## src/rtl/hwpe_stream_deserialize_buf.sv

```systemverilog
// Round-robin deserializer: each input beat goes to the next output lane.
// Every output lane holds one registered beat, so lane outputs are flop-driven.
module hwpe_stream_deserialize_buf #(
    parameter int unsigned NB_OUT_STREAMS = 2,
    parameter int unsigned DATA_WIDTH     = 32,
    localparam int unsigned STRB_WIDTH    = DATA_WIDTH / 8,
    localparam int unsigned CNT_WIDTH     = $clog2(NB_OUT_STREAMS)
) (
    input  logic                                        clk_i,
    input  logic                                        rst_ni,
    input  logic                                        clear_i,
    input  logic                                        ctrl_clear_serdes_state_i,
    input  logic [9:0]                                  ctrl_first_stream_i,
    input  logic                                        push_valid_i,
    output logic                                        push_ready_o,
    input  logic [DATA_WIDTH-1:0]                       push_data_i,
    input  logic [STRB_WIDTH-1:0]                       push_strb_i,
    output logic [NB_OUT_STREAMS-1:0]                   pop_valid_o,
    input  logic [NB_OUT_STREAMS-1:0]                   pop_ready_i,
    output logic [NB_OUT_STREAMS-1:0][DATA_WIDTH-1:0]   pop_data_o,
    output logic [NB_OUT_STREAMS-1:0][STRB_WIDTH-1:0]   pop_strb_o,
    output logic [CNT_WIDTH-1:0]                        dbg_cnt_o
);

    // Handshakes: a beat transfers on a rising clock edge where valid and ready
    // are both high; valid, once raised, holds with stable payload until then.

    localparam logic [9:0]           NB_L     = 10'(NB_OUT_STREAMS);
    localparam logic [CNT_WIDTH-1:0] LAST_CNT = CNT_WIDTH'(NB_OUT_STREAMS - 1);

    logic [CNT_WIDTH-1:0]                      cnt_q, cnt_d;
    logic [NB_OUT_STREAMS-1:0]                 buf_valid_q, buf_valid_d;
    logic [NB_OUT_STREAMS-1:0][DATA_WIDTH-1:0] buf_data_q, buf_data_d;
    logic [NB_OUT_STREAMS-1:0][STRB_WIDTH-1:0] buf_strb_q, buf_strb_d;
    logic                                      push_ready;
    logic                                      push_hs;

    always_comb begin
        // The selected lane accepts when empty or when it is emptying this cycle.
        push_ready  = ~buf_valid_q[cnt_q] | pop_ready_i[cnt_q];
        push_hs     = push_valid_i & push_ready;

        buf_valid_d = buf_valid_q & ~pop_ready_i;
        buf_data_d  = buf_data_q;
        buf_strb_d  = buf_strb_q;
        cnt_d       = cnt_q;

        if (push_hs) begin
            buf_valid_d[cnt_q] = 1'b1;
            buf_data_d[cnt_q]  = push_data_i;
            buf_strb_d[cnt_q]  = push_strb_i;
            if (ctrl_clear_serdes_state_i) begin
                // An out-of-range first lane falls back to lane 0.
                cnt_d = (ctrl_first_stream_i >= NB_L) ? '0
                                                      : ctrl_first_stream_i[CNT_WIDTH-1:0];
            end else if (cnt_q == LAST_CNT) begin
                cnt_d = '0;
            end else begin
                cnt_d = cnt_q + CNT_WIDTH'(1);
            end
        end

        // Clear wins over everything, including a beat accepted in the same cycle.
        if (clear_i) begin
            cnt_d       = '0;
            buf_valid_d = '0;
        end
    end

    always_ff @(posedge clk_i or negedge rst_ni) begin
        if (!rst_ni) begin
            cnt_q       <= '0;
            buf_valid_q <= '0;
            buf_data_q  <= '0;
            buf_strb_q  <= '0;
        end else begin
            cnt_q       <= cnt_d;
            buf_valid_q <= buf_valid_d;
            buf_data_q  <= buf_data_d;
            buf_strb_q  <= buf_strb_d;
        end
    end

    assign push_ready_o = push_ready;
    assign pop_valid_o  = buf_valid_q;
    assign pop_data_o   = buf_data_q;
    assign pop_strb_o   = buf_strb_q;
    assign dbg_cnt_o    = cnt_q;

endmodule
```

## config.mk

```make
export PLATFORM = sky130hd
export DESIGN_NAME = hwpe_stream_deserialize_buf
export DESIGN_NICKNAME = d
export VERILOG_FILES = /design/src/rtl/hwpe_stream_deserialize_buf.sv
export SDC_FILE = /design/constraint.sdc
export NUM_CORES = 1
export LEC_CHECK = 0
export ABC_AREA = 1
export CORE_UTILIZATION = 46
export CTS_CLUSTER_DIAMETER = 120
export DETAILED_ROUTE_END_ITERATION = 10
export GPL_TIMING_DRIVEN = 0
export PLACE_DENSITY = 0.86
export SLEW_MARGIN = 5
export SYNTH_ARGS = -nofsm -noshare
export SYNTH_HDL_FRONTEND = slang
export SYNTH_SLANG_ARGS = --single-unit
```

## constraint.sdc

```tcl
create_clock -name clk_i -period 3.2 [get_ports clk_i]
set_clock_uncertainty 0.1 [all_clocks]
set_input_delay 0.64 -clock clk_i [delete_from_list [all_inputs] [get_ports clk_i]]
set_output_delay 0.64 -clock clk_i [all_outputs]
set_load 0.05 [all_outputs]
```

==> impl_metrics.yaml <==
sta:
  fmax_mhz: 344.6
  fin_crit_sh_pct: 90.69
  fin_ws_ns: 0.2979
  setup_violations: 0
  relSlewSlack_pct: 64.40
  hold_viol_final: 0
  rsz0062_at_grt: "false"
  layout_min_cycle_time_ns: 2.902
  worstMarginPinSlew_ns: 0.5323
  maxSlewViolCount: 0
floorplan:
  die_x_um: 83.33
  die_h_um: 83.33
  start_util_pct: 47.92
  core_area_mm2: 0.006350
  die_area_mm2: 0.006944
  num_io_pins: 129
  rows: 29
worst_setup_path:
  start_kind: "input port"
  critical_path_class: "in2out"
  crit_start: "pop_ready_i[1]"
  critPathCaptureType: "primary output"
  r2r.worst_path.cells: 3
  r2r-start: "dbg_cnt_o$_DFFE_PN0P_"
  critPathArrivalTime_ns: 2.16
  r2r_slack_ns: 1.79
  required_ns: 2.46
  r2r_end: "pop_data_o[60]$_DFFE_PN0P_"
  cp_max_fo: 2
  crit_path_end: "push_ready_o"
logic_synthesis:
  yosysWarnings: 0
  synthCells: 304
  ys_seq_elements: 75
  synth_area_mm2: 0.003043
  seq_area_frac_synth_pct: 61.68
  ys_types: 18
  postSynthAreaPerCell_um2: 10.01
  syn_nets: 357
finish:
  nets: 497
  area_delta_synth_final_pct: 53.33
  drive_gt1_share_pct: 13.14
  fillers: 466
  final_common_cell: "clkdlybuf4s50_1"
  antennaDiodeCount: 0
  final_cell_mix: "clkdlybuf4s50_1, nand2_1, dfrtp_1"
clock_tree:
  cts_hold_buffers: 0
  cts-root-buf: "clkbuf_8"
  post_cts_resize_count: 0
  cts_made_buffers: 9
  clk_pin_slew_worst_paths_ns: 0.07
  clockBufferDepth: 2
  postCtsSetupRepairBufs: 0
  htree_levels: 3
  cts_tree: "yes"
  worstSkewPairLatency_ns: 0.34
  cts.sinks: 75
power_and_ir_drop:
  ir_drop_mv: 0.5400
  power_mw: 3.669
  p_leak_nw: 2.212
  p_per_area_mw_per_mm2: 786.3
global_routing:
  overflow: 0
  globalRouteTotalUtil_pct: 23.37
  antenna_found_initial: 0
  grt_first_pass_wirelength_um: 12740
  grt_start_max_net_pins: 42
  grt_pass1_vias: 2680
placement:
  pre_cts_ws_ns: 0.2992
  place.port_buffers: 128
  place.gp.congestion: 0.8143
  hpwl_um: 5337
routing:
  vias: 2567
  dr.first_iter.drc_count: 95
  firstDrtPassIters: 4
  wire_per_inst_um: 14.05
  post-route-drc-count: 0
  drtAntennaViolNets: 0
  wl_um: 7388
  vias_per_cell: 4.880
run:
  maxCapViolations: 0
outcome:
  status: "finished clean"
worst_hold_path:
  hold_path.class: "in2async"
## worst max-delay path, cell delays in order
cell and delay (ns):
clkdlybuf4s50_1 0.45, inv_1 0.05, nand3_1 0.09, and2_1 0.13, clkdlybuf4s50_1 0.80
## flip-flops by register name, summed over array words and instances, names as in the netlist
name and count:
dbg_cnt_o 1, pop_strb_o 8, pop_valid_o 2, pop_data_o 64
## per-stage QoR
step | hold WS (ns) | util [%] | instances | cell area, µm² | TNS (ns)
2_1_floorplan | 0.2444 | - | 304 | 3043 | 0
3_3_place_gp | 0.3650 | 69.62 | 509 | 4420 | -77.11
3_5_place_dp | 0.3719 | 69.89 | 510 | 4438 | 0
4_1_cts | 0.1462 | 73.48 | 526 | 4666 | 0
5_1_grt | 0.1642 | 73.48 | 526 | 4666 | 0
6_report | 0.1482 | 73.48 | 526 | 4666 | 0
## cells by family (layout without fill, tap and decap cells)
| logic type | after synthesis | in the layout | synth area share (%) |
|---|---|---|---|
| flops | 75 | 75 | 61.68 |
| compound gates | 72 | 72 | 14.80 |
| buf+inv | 59 | 204 | 10.16 |
| simple gates | 98 | 98 | 13.36 |
## cells in the mapped netlist (all sizes together)
master / number / share of area [%]
and2: 1 / 0.21
inv: 44 / 5.4
buf: 11 / 4.2
clkbuf: 4 / 0.49
dfrtp: 75 / 62
nand2: 80 / 10
nor2: 10 / 1.2
o21ai: 72 / 15
nand3: 7 / 1.7
## area by class of cell
class / count / area, µm² / share of cell area (%)
Inverter: 44 / 165.2 / 3.540
Multi-Input combinational cell: 170 / 857.1 / 18.37
Tap cell: 77 / 96.34 / 2.065
Clock inverter: 4 / 72.57 / 1.555
Clock buffer: 12 / 155.1 / 3.325
Sequential cell: 75 / 1877 / 40.23
Timing Repair Buffer: 129 / 1299 / 27.84
Buffer: 15 / 143.9 / 3.084
## worst min-delay path by stage
stage,to,slack [ns],depth (start not counted),startpoint
2_1_floorplan,dbg_cnt_o$_DFFE_PN0P_,0.24,0,rst_ni
3_3_place_gp,pop_data_o[19]$_DFFE_PN0P_,0.37,2,pop_data_o[19]$_DFFE_PN0P_
3_5_place_dp,pop_data_o[45]$_DFFE_PN0P_,0.37,2,pop_data_o[45]$_DFFE_PN0P_
4_1_cts,pop_data_o[62]$_DFFE_PN0P_,0.15,1,rst_ni
5_1_grt,pop_data_o[62]$_DFFE_PN0P_,0.16,1,rst_ni
6_report,pop_data_o[62]$_DFFE_PN0P_,0.15,1,rst_ni
## power by group
group          internal (mW)  switching, mW
registers               1.16          0.122
logic                  0.532           1.05
clock network          0.481          0.331
total                   2.17           1.50
## metal layers
metal | routed length [µm] | vias to the layer above | track usage, %
met5 | 0 | - | 0
met4 | 148 | 0 | 9.875
met3 | 378 | 14 | 4.871
met2 | 3733 | 95 | 39.87
met1 | 3127 | 1227 | 28.82
li1 | - | 1231 | -
(Power assumes the default switching activity.)
